--- config.mk ---
export PLATFORM = sky130hd
export DESIGN_NAME = io_mailbox
export DESIGN_NICKNAME = d
export VERILOG_FILES = /design/src/rtl/io_mailbox.sv
export SDC_FILE = /design/constraint.sdc
export NUM_CORES = 1
export LEC_CHECK = 0
export ABC_AREA = 1
export CAP_MARGIN = 20
export CORE_MARGIN = 1.5
export CORE_UTILIZATION = 50
export CTS_BUF_LIST = sky130_fd_sc_hd__clkbuf_4
export CTS_CLUSTER_SIZE = 28
export DETAILED_ROUTE_END_ITERATION = 8
export PLACE_DENSITY = 0.79
export SLEW_MARGIN = 20
export SYNTH_ARGS = -nofsm -noshare
export SYNTH_HDL_FRONTEND = slang
export SYNTH_SLANG_ARGS = --single-unit
--- constraint.sdc ---
create_clock -name clk -period 2.4 [get_ports clk]
set_clock_uncertainty 0.05 [all_clocks]
set_input_delay 0.24 -clock clk [delete_from_list [all_inputs] [get_ports clk]]
set_output_delay 0.24 -clock clk [all_outputs]
set_load 0.02 [all_outputs]
--- src/rtl/io_mailbox.sv ---
// io_mailbox: CPU-facing command mailbox with a small byte FIFO, an external
// output register and a synchronised external input byte. The CPU issues a
// command by toggling d3_s[7]; the block answers by toggling d3_e[7].
//
// state | meaning
// ------+-------------------------------------------------------------
// IDLE  | waiting for d3_s[7] != ack; latches opcode and data bytes
// EXEC  | performs the latched opcode on FIFO / d0_e / ext_out / err
// DONE  | toggles ack so the CPU sees completion, then back to IDLE
module io_mailbox #(
    parameter int DEPTH = 4
) (
    input  logic       clk,
    input  logic       reset,
    input  logic [7:0] d0_s,
    input  logic [7:0] d1_s,
    input  logic [7:0] d2_s,
    input  logic [7:0] d3_s,
    input  logic [7:0] ext_in,
    output logic [7:0] d0_e,
    output logic [7:0] d1_e,
    output logic [7:0] d2_e,
    output logic [7:0] d3_e,
    output logic [7:0] ext_out
);

    localparam int PW = $clog2(DEPTH);
    localparam int CW = $clog2(DEPTH + 1);

    localparam logic [PW-1:0] PTR_LAST = PW'(DEPTH - 1);
    localparam logic [CW-1:0] CNT_FULL = CW'(DEPTH);

    localparam logic [1:0] ST_IDLE = 2'd0;
    localparam logic [1:0] ST_EXEC = 2'd1;
    localparam logic [1:0] ST_DONE = 2'd2;

    localparam logic [2:0] OP_NOP    = 3'b000;
    localparam logic [2:0] OP_PUSH   = 3'b001;
    localparam logic [2:0] OP_POP    = 3'b010;
    localparam logic [2:0] OP_CLEAR  = 3'b011;
    localparam logic [2:0] OP_SETOUT = 3'b100;
    localparam logic [2:0] OP_PEEK   = 3'b101;

    logic [1:0]    state;
    logic [2:0]    op_q;
    logic [7:0]    data0_q;
    logic [7:0]    data1_q;
    logic [PW-1:0] rd_ptr;
    logic [PW-1:0] wr_ptr;
    logic [CW-1:0] count;
    logic [7:0]    rd_data;
    logic [7:0]    ext_out_q;
    logic          err;
    logic          ack;
    logic [7:0]    sync1;
    logic [7:0]    sync2;
    logic [7:0]    mem [DEPTH];

    logic pending;
    logic fifo_empty;
    logic fifo_full;
    logic mem_we;

    // Port 2 and the unused command bits are deliberately ignored.
    logic unused_ok;
    assign unused_ok = ^{d2_s, d3_s[6:3]};

    function automatic logic [PW-1:0] ptr_next(input logic [PW-1:0] p);
        return (p == PTR_LAST) ? '0 : p + 1'b1;
    endfunction

    assign pending    = d3_s[7] ^ ack;
    assign fifo_empty = (count == '0);
    assign fifo_full  = (count == CNT_FULL);
    assign mem_we     = (state == ST_EXEC) && (op_q == OP_PUSH) && !fifo_full;

    assign d0_e    = rd_data;
    assign d1_e    = {{(8 - CW){1'b0}}, count};
    assign d2_e    = sync2;
    assign d3_e    = {ack, 4'b0000, err, fifo_full, fifo_empty};
    assign ext_out = ext_out_q;

    // Command FSM, FIFO bookkeeping and result registers.
    always_ff @(posedge clk or negedge reset) begin
        if (!reset) begin
            state     <= ST_IDLE;
            op_q      <= OP_NOP;
            data0_q   <= '0;
            data1_q   <= '0;
            rd_ptr    <= '0;
            wr_ptr    <= '0;
            count     <= '0;
            rd_data   <= '0;
            ext_out_q <= '0;
            err       <= 1'b0;
            ack       <= 1'b0;
        end else begin
            case (state)
                ST_IDLE: begin
                    if (pending) begin
                        op_q    <= d3_s[2:0];
                        data0_q <= d0_s;
                        data1_q <= d1_s;
                        state   <= ST_EXEC;
                    end
                end
                ST_EXEC: begin
                    state <= ST_DONE;
                    case (op_q)
                        OP_NOP: err <= 1'b0;
                        OP_PUSH: begin
                            if (fifo_full) begin
                                err <= 1'b1;
                            end else begin
                                wr_ptr <= ptr_next(wr_ptr);
                                count  <= count + 1'b1;
                                err    <= 1'b0;
                            end
                        end
                        OP_POP: begin
                            if (fifo_empty) begin
                                err <= 1'b1;
                            end else begin
                                rd_data <= mem[rd_ptr];
                                rd_ptr  <= ptr_next(rd_ptr);
                                count   <= count - 1'b1;
                                err     <= 1'b0;
                            end
                        end
                        OP_CLEAR: begin
                            count  <= '0;
                            rd_ptr <= '0;
                            wr_ptr <= '0;
                            err    <= 1'b0;
                        end
                        OP_SETOUT: begin
                            ext_out_q <= data1_q;
                            err       <= 1'b0;
                        end
                        OP_PEEK: begin
                            if (fifo_empty) begin
                                err <= 1'b1;
                            end else begin
                                rd_data <= mem[rd_ptr];
                                err     <= 1'b0;
                            end
                        end
                        default: err <= 1'b1;
                    endcase
                end
                ST_DONE: begin
                    ack   <= ~ack;
                    state <= ST_IDLE;
                end
                default: state <= ST_IDLE;
            endcase
        end
    end

    // FIFO storage; not reset, and a write is suppressed while reset is held
    // so an aborted PUSH leaves nothing behind.
    always_ff @(posedge clk) begin
        if (mem_we && reset) begin
            mem[wr_ptr] <= data0_q;
        end
    end

    // Two-flop synchroniser for the asynchronous external input byte.
    always_ff @(posedge clk or negedge reset) begin
        if (!reset) begin
            sync1 <= '0;
            sync2 <= '0;
        end else begin
            sync1 <= ext_in;
            sync2 <= sync1;
        end
    end

endmodule

==> metrics.md, run 1 <==
| Metric | Value |
|---|---|
| Status | `complete, no violations` |
| Post-synth top area cell | `dfrtp_1` |
| Global-route wire length before repair | `11100 um` |
| Yosys top cell area share | `0.402` |
| WS Path Type | `reg2out` |
| Total Wirelength | `6330 um` |
| # Max-Cap Violations | `0` |
| Most frequent cells in the layout | `nand2_1, dfrtp_1, clkdlybuf4s50_1` |
| Initial drt markers | `148` |
| Dpl ws | `533 ps` |
| Total negative slack | `0 ps` |
| RSZ-0062 raised after global routing | `false` |
| CTS Buf Count | `9` |
| Clk buf depth | `2` |
| Vias per std cell | `4.62` |
| CP Max Fanout | `4` |
| Asr flop ratio synth | `0.660` |
| Seq/Total Area, Yosys | `0.651` |
| CTS Sinks | `94` |
| Ranking of synthesized cells by area | `dfrtp_1, edfxtp_1, nand2_1, nor2_1, buf_4` |
| Die footprint | `8260 um^2` |
| Final Slew Violations | `0` |
| Crit path depth | `4` |
| Pre-antenna DRT Iters | `4` |
| CP endpoint kind | `primary output` |
| Antenna Nets Post-Route | `0` |
| Final critical-path share of the clock period | `0.930` |
| PortBufs | `60` |
| Drc violations | `0` |
| CTS HTree Levels | `3` |
| Post-synthesis cell area | `3860 um^2` |
| Top Ports | `82` |
| Ant. Diodes | `0` |
| CP Data Required Time | `2110 ps` |
| Final #Nets | `473` |
| Worst path cell trace | `nor2_1 -> nand2_1 -> inv_1 -> clkdlybuf4s50_1` |
| Gate Count Post-Synth | `361` |
| All-Layer GR Usage | `0.175` |
| CP peak stage delay | `600 ps` |
| Measured slew at the worst slew-check pin | `749 ps` |
| Pleak | `0.00205 uW` |
| Root Driver | `clkbuf_4` |
| Post-synthesis register bit count | `94` |
| Initial antenna violation count | `0` |
| CP delay by family, top | `buffers and inverters` |
| Vias after detailed routing | `2446` |
| Gp weighted congestion | `0.893` |
| Final WS setup | `169 ps` |
| Syn_area_per_cell | `10.7 um^2` |
| Worst path slowest cell | `clkdlybuf4s50_1` |
| GRT overflow | `0` |
| Power density cells | `1130 nW/um^2` |
| Worst-path clk slew | `140 ps` |
| Post-CTS Resized | `0` |
| Slew margin rel. | `0.501` |
| Die H | `90.9 um` |
| Hold Path Depth | `1` |
| Vias in the first global route | `2375` |
| Library cells used by synthesis | `27` |
| Critical path buffers and inverters | `2` |
| Final Hold Vio Count | `0` |
| Skew-Pair Late Insertion Delay | `430 ps` |
| Setup violators final | `0` |
| Rows | `31` |
| Core Area | `7370 um^2` |
| Initial core utilization | `0.524` |
| TritonCTS clock tree | `built` |
| Main synth FF type | `dfrtp_1` |
| Largest net degree at the start of global routing | `63` |
| Tmin final | `2230 ps` |
| Die X | `90.9 um` |
| Commonest non-fill, non-tap cell in the layout | `nand2_1` |
| F_max | `0.448 GHz` |
| Worst Reg2Reg Path Length in Cells | `6` |
| P&R area growth vs syn | `19.4%` |
| Yosys warnings | `0` |
| Routed WL per cell | `12.0 um` |
| EDFF count, synth | `32` |
| Critical Path AT | `1940 ps` |
| HPWL after DPL | `4430 um` |
| Share of layout cells above drive strength 1 | `0.105` |
| VDD IR max | `584 uV` |
| Setup crit start kind | `register` |
| Hold crit path type | `in2reg` |
[kinds of logic (layout without fill, tap and decap cells)]
group / after synthesis / after routing / share of synthesized area
fa+ha+maj: 6 / 6 / 0.0214
flops: 94 / 94 / 0.651
simple gates: 164 / 164 / 0.184
buf+inv: 52 / 113 / 0.0746
compound gates: 43 / 43 / 0.0655
xor+xnor: 1 / 1 / 0.00227
other cells: 1 / 9 / 0.000972
[final timing paths]
| check | start | to | slack, ps |
|---|---|---|---|
| setup / recovery | count[1]$_DFFE_PN0P_ | d3_e[0] | 170 |
| hold / removal | ext_in[3] | sync1[3]$_DFF_PN0_ | 180 |
| setup reg to reg | op_q[1]$_DFFE_PN0P_ | mem[2][5]$_DFFE_PP_ | 570 |
| hold reg to reg | sync1[5]$_DFF_PN0_ | d2_e[5]$_DFF_PN0_ | 320 |
| max in group asynchronous | reset | d0_e[2]$_DFFE_PN0P_ | 1360 |
| min in group asynchronous | reset | wr_ptr[1]$_DFFE_PN0P_ | 440 |
[cell usage after synthesis (2+ instances only)]
cell        n
o21ai_0    22
nand3_1    11
dfrtp_1    62
inv_1      26
buf_2       3
buf_6       4
nand4_1     2
nand2_1   102
ha_1        5
o21ai_2    10
buf_4      15
nand3_2     3
nor2_2      2
inv_2       3
o21ai_1    11
edfxtp_1   32
nor2_1     38
[metal layers]
layer,vias to the layer above,share of wire,wire (um),global-route usage
met5,-,0,0,0
met4,0,0.022,136,0.0859
met3,9,0.051,320,0.0387
met2,68,0.47,2970,0.279
met1,1100,0.46,2890,0.225
li1,1269,-,-,-
[cell type report]
class	count	area, um^2
clock buffers	11	82.6
clock inverters	5	36.3
fillers	595	2760
inverters	30	115
multi-input cells	223	1090
flip-flops and latches	94	2510
well taps	99	124
repair buffers	67	651
[registers in the layout (all words and copies together) (netlist names)]
| signal | flops |
|---|---|
| op_q | 3 |
| mem | 32 |
| state | 2 |
| d2_e | 8 |
| d0_e | 8 |
| count | 3 |
| sync1 | 8 |
| err | 1 |
| data0_q | 8 |
| wr_ptr | 2 |
| ext_out | 8 |
| rd_ptr | 2 |
| data1_q | 8 |
| ack | 1 |
[through the flow]
stage / cell area (um^2) / power [uW] / cells / hold slack [ps] / utilization
2_1_floorplan: 3890 / 3930 / 369 / -106 / -
3_3_place_gp: 4480 / 4440 / 512 / 282 / 0.608
3_5_place_dp: 4480 / 4550 / 512 / 290 / 0.608
4_1_cts: 4610 / 5280 / 529 / 153 / 0.626
5_1_grt: 4610 / 5630 / 529 / 155 / 0.626
6_report: 4610 / 5220 / 529 / 176 / 0.626
[power by group]
part	internal, uW	switching, uW
Clock	237	494
Combinational	809	1240
Sequential	2120	320
Total	3160	2060
[what timing repair did]
action	4_1_cts	5_1_grt
hold endpoints to repair	62	0
setup buffers	0	0
hold buffers	1	0
(Power assumes the default switching activity.)
==> inputs of run 2 (changes only) <==
- CORE_ASPECT_RATIO: default -> 0.5
- TNS_END_PERCENT: default -> 100
==> run 2 against run 1 <==
  * First-iteration DRC count is 5.4% lower
  * Cell area is 0.52% higher
  * Global-route usage is 0.45 points lower
  * Non-clock buffer count is 2 higher
  * Total power is 0.96% higher
  * Worst hold slack worse by 4.7 ps
  * Final cell count is 0.19% lower
  * Wire length is 3.0% lower
  * Die area is 0.39% higher
  * Via count is 0.37% higher
  * Register-to-register slack better by 30 ps
==> metrics.md, run 2 (synthesized netlist as in run 1, its figures left out) <==
| Metric | Value |
|---|---|
| Setup violators final | `0` |
| Vias per std cell | `4.65` |
| Max reg flops | `32` |
| Worst-path clk slew | `140 ps` |
| CP endpoint kind | `primary output` |
| Placed cell count | `511` |
| Filler cells | `614` |
| Skew-Pair Late Insertion Delay | `440 ps` |
| TritonCTS clock tree | `built` |
| Most frequent cells in the layout | `nand2_1, dfrtp_1, clkdlybuf4s50_1` |
| Rows | `22` |
| Tmin final | `2190 ps` |
| Final Slew Violations | `0` |
| Top Ports | `82` |
| Top reg by flops | `mem` |
| VDD IR max | `658 uV` |
| CTS Buf Count | `9` |
| Status | `complete, no violations` |
| # Max-Cap Violations | `0` |
| CP Data Required Time | `2110 ps` |
| CTS Sinks | `94` |
| Global-route wire length before repair | `10400 um` |
| Final critical-path share of the clock period | `0.913` |
| Ant. Diodes | `0` |
| Measured slew at the worst slew-check pin | `762 ps` |
| Final WS setup | `210 ps` |
| All-Layer GR Usage | `0.170` |
| Gp weighted congestion | `0.820` |
| Post-Layout Cell Count | `528` |
| HPWL after DPL | `4170 um` |
| Post-layout util | `0.626` |
| Initial antenna violation count | `0` |
| CP Max Fanout | `5` |
| Pre-antenna DRT Iters | `4` |
| GRT overflow | `0` |
| Root Driver | `clkbuf_4` |
| Pleak | `0.00208 uW` |
| PortBufs | `60` |
| Postcts setup bufs | `0` |
| Setup crit start kind | `register` |
| Share of layout cells above drive strength 1 | `0.109` |
| Clk buf depth | `2` |
| Routed WL per cell | `11.6 um` |
| Vias in the first global route | `2245` |
| Power density cells | `1140 nW/um^2` |
| Initial drt markers | `140` |
| Total Wirelength | `6130 um` |
| WS Path Type | `reg2out` |
| Die X | `127 um` |
| Core Area | `7400 um^2` |
| RSZ-0062 raised after global routing | `false` |
| P&R area growth vs syn | `20.1%` |
| CTS HTree Levels | `3` |
| F_max | `0.457 GHz` |
| Antenna Nets Post-Route | `0` |
| Die H | `65.1 um` |
| Final hold slack | `171 ps` |
| Initial core utilization | `0.521` |
| Critical Path AT | `1900 ps` |
| Final Hold Vio Count | `0` |
| Drc violations | `0` |
| Slew margin rel. | `0.492` |
| Vias after detailed routing | `2455` |
| Commonest non-fill, non-tap cell in the layout | `nand2_1` |
| Dpl ws | `627 ps` |
| Largest net degree at the start of global routing | `63` |
| Hold crit path type | `in2reg` |
| Final #Nets | `475` |
| Total negative slack | `0 ps` |
| Die footprint | `8290 um^2` |
run 2: changes by cell type in the layout (fill, tap and decap cells not counted), sizes merged:
cell           before  now
buf                 7    9
inv                30   32
clkdlybuf4s50      59   58
clkinv              3    2
clkinvlp            2    1
dlymetal6s2s        0    1
run 2: what timing repair did:
action | in CTS | in global routing
gates resized for setup | 0 | 1
hold buffers | 1 | 0
endpoints found under the hold margin | 62 | 0
setup endpoints to repair | 0 | 1
run 2: path summary, 6_finish.rpt:
kind / from / endpoint / slack [ps] / cells past startpoint
min in group asynchronous: reset / ext_out[3]$_DFFE_PN0P_ / 470 / 3
min reg2reg: sync1[2]$_DFF_PN0_ / d2_e[2]$_DFF_PN0_ / 310 / 0
min: ext_in[4] / sync1[4]$_DFF_PN0_ / 170 / 1
max: count[0]$_DFFE_PN0P_ / d3_e[1] / 210 / 4
max in group asynchronous: reset / data0_q[0]$_DFFE_PN0P_ / 1330 / 3
max reg2reg: op_q[1]$_DFFE_PN0P_ / mem[0][4]$_DFFE_PP_ / 600 / 6
run 2: power by group:
part           internal (uW)  total (uW)  switching (uW)
clock                    239         739             500
combinational            855        2090            1240
sequential              2120        2440             319
total                   3210        5270            2060
run 2: routing by layer:
layer,global-route usage,part of all wire,up-vias
li1,-,-,1268
met1,0.219,0.47,1110
met2,0.262,0.45,71
met3,0.0814,0.075,6
met4,0.0440,0.010,0
met5,0,0,-
run 2: critical path: stages, from the launching register on:
cell and delay [ps]:
dfrtp_1 470, nor2_1 140, nand2_1 130, inv_1 110
clkdlybuf4s50_1 600
run 2: per-stage QoR:
step,total power [uW],cell area [um^2]
after floorplan,3930,3890
after global placement,4530,4510
after detailed placement,4590,4510
after CTS,5340,4630
after global routing,5720,4630
final,5270,4630
run 2: area by class of cell:
cell class | instances | area (um^2) | area share
clock buffers | 11 | 82.6 | 0.0178
clock inverters | 5 | 33.8 | 0.00729
inverters | 30 | 115 | 0.0248
multi-input cells | 223 | 1090 | 0.235
flip-flops and latches | 94 | 2510 | 0.542
well taps | 96 | 120 | 0.0259
repair buffers | 69 | 681 | 0.147
==> inputs of run 3 (changes only) <==
- SKIP_CTS_REPAIR_TIMING: default -> 1
==> run 3 against run 2 <==
  * Die area unchanged
  * Combinational power about the same
  * Critical path depth unchanged
  * Non-clock buffer count unchanged
  * Clock-buffer cell count unchanged
  * Largest cell class unchanged
  * Maximum frequency about the same
  * Sequential cell count unchanged
  * Register-to-register slack about the same
  * Sequential share of layout area unchanged
  * Sequential power about the same
==> metrics.md, run 3 (synthesized netlist as in run 1, its figures left out) <==
| Metric | Value |
|---|---|
| Status | `complete, no violations` |
| Tmin final | `2190 ps` |
| Met3 WL | `487 um` |
| Measured slew at the worst slew-check pin | `762 ps` |
| Share of layout cells above drive strength 1 | `0.109` |
| Hold crit path type | `in2reg` |
| Top Ports | `82` |
| Initial drt markers | `140` |
| Final #Nets | `475` |
| Ant. Diodes | `0` |
| Critical Path AT | `1900 ps` |
| GRT overflow | `0` |
| Skew-Pair Late Insertion Delay | `440 ps` |
| All-Layer GR Usage | `0.170` |
| Met1 Routed Length | `2840 um` |
| P&R area growth vs syn | `20.1%` |
| Most frequent cells in the layout | `nand2_1, dfrtp_1, clkdlybuf4s50_1` |
| Filler cells | `614` |
| Max Used Layer | `met4` |
| Clock power share | `0.140` |
| Comb pwr share | `0.398` |
| Final Slew Violations | `0` |
| Vias per std cell | `4.66` |
| F_max | `0.457 GHz` |
| Max reg flops | `32` |
| Net Sw Frac | `0.391` |
| Initial antenna violation count | `0` |
| TritonCTS clock tree | `built` |
| Top reg by flops | `mem` |
| Gp weighted congestion | `0.820` |
| Die footprint | `8290 um^2` |
| Antenna Nets Post-Route | `0` |
| Pleak | `0.00208 uW` |
| Post-layout util | `0.626` |
| Global-route wire length before repair | `10400 um` |
| CP Data Required Time | `2110 ps` |
| Die X | `127 um` |
| Routed WL per cell | `11.6 um` |
| Final hold slack | `171 ps` |
| Vias after detailed routing | `2460` |
| PortBufs | `60` |
| Total Wirelength | `6150 um` |
| Worst-path clk slew | `140 ps` |
| Switching pwr | `2060 uW` |
| Internal | `3210 uW` |
| HPWL after DPL | `4170 um` |
| Drc violations | `0` |
| CTS Buf Count | `9` |
| R2R Setup Slk | `600 ps` |
| CTS HTree Levels | `3` |
| Core Area | `7400 um^2` |
| Final critical-path share of the clock period | `0.913` |
| Vias in the first global route | `2239` |
| Slew margin rel. | `0.492` |
| WS Path Type | `reg2out` |
| Largest net degree at the start of global routing | `63` |
| Power density cells | `1140 nW/um^2` |
| Pre-antenna DRT Iters | `4` |
| Root Driver | `clkbuf_4` |
| Commonest non-fill, non-tap cell in the layout | `nand2_1` |
| Clk buf depth | `2` |
| # Max-Cap Violations | `0` |
| CP Max Fanout | `5` |
| Rows | `22` |
| Die H | `65.1 um` |
| CTS Sinks | `94` |
| RSZ-0062 raised after global routing | `false` |
| VDD IR max | `658 uV` |
| Setup crit start kind | `register` |
| Setup violators final | `0` |
| CP endpoint kind | `primary output` |
| Metal2 WL | `2760 um` |
| Initial core utilization | `0.521` |
| Total negative slack | `0 ps` |
| Final Hold Vio Count | `0` |
| Sequential share of power | `0.462` |
## run 3: cell counts in the layout (fill, tap and decap cells not counted)
Identical to the previous run, type by type.
## run 3: layout make-up
cell class,instances,area [um^2],share of cell area
inverters,30,115,0.0248
well taps,96,120,0.0259
clock buffers,11,82.6,0.0178
flip-flops and latches,94,2510,0.542
repair buffers,69,681,0.147
clock inverters,5,33.8,0.00729
multi-input cells,223,1090,0.235
## run 3: critical path, cell delays in order (launching register included)
cell and delay [ps]:
dfrtp_1 470, nor2_1 140, nand2_1 130, inv_1 110, clkdlybuf4s50_1 600
## run 3: per-stage QoR
step	std cells	total power (uW)	area [um^2]	setup slack, ps
finish	528	5270	4630	210
global route	528	5720	4630	39.6
CTS	527	5340	4620	142
detailed placement	511	4590	4510	627
global placement	511	4530	4510	640
floorplan	369	3930	3890	641
## run 3: per-layer routing
layer / vias to the layer above / GRT usage
met5: - / 0
met4: 0 / 0.0440
met2: 75 / 0.261
met3: 6 / 0.0814
met1: 1111 / 0.218
li1: 1268 / -
## run 3: path summary, 6_finish.rpt
| kind | from | endpoint | depth (start not counted) |
|---|---|---|---|
| max reg2reg | op_q[1]$_DFFE_PN0P_ | mem[0][4]$_DFFE_PP_ | 6 |
| max in group asynchronous | reset | data0_q[0]$_DFFE_PN0P_ | 3 |
| min reg2reg | sync1[2]$_DFF_PN0_ | d2_e[2]$_DFF_PN0_ | 0 |
| max | count[0]$_DFFE_PN0P_ | d3_e[1] | 4 |
| min | ext_in[4] | sync1[4]$_DFF_PN0_ | 1 |
| min in group asynchronous | reset | ext_out[3]$_DFFE_PN0P_ | 3 |
## run 3: power groups by stage
stage / Clock [uW] / Combinational, uW / Sequential, uW
5_1_grt: 850 / 2370 / 2500
3_5_place_dp: 0 / 2120 / 2470
3_3_place_gp: 0 / 2070 / 2460
2_1_floorplan: 0 / 1360 / 2560
4_1_cts: 771 / 2130 / 2440
6_report: 739 / 2100 / 2440
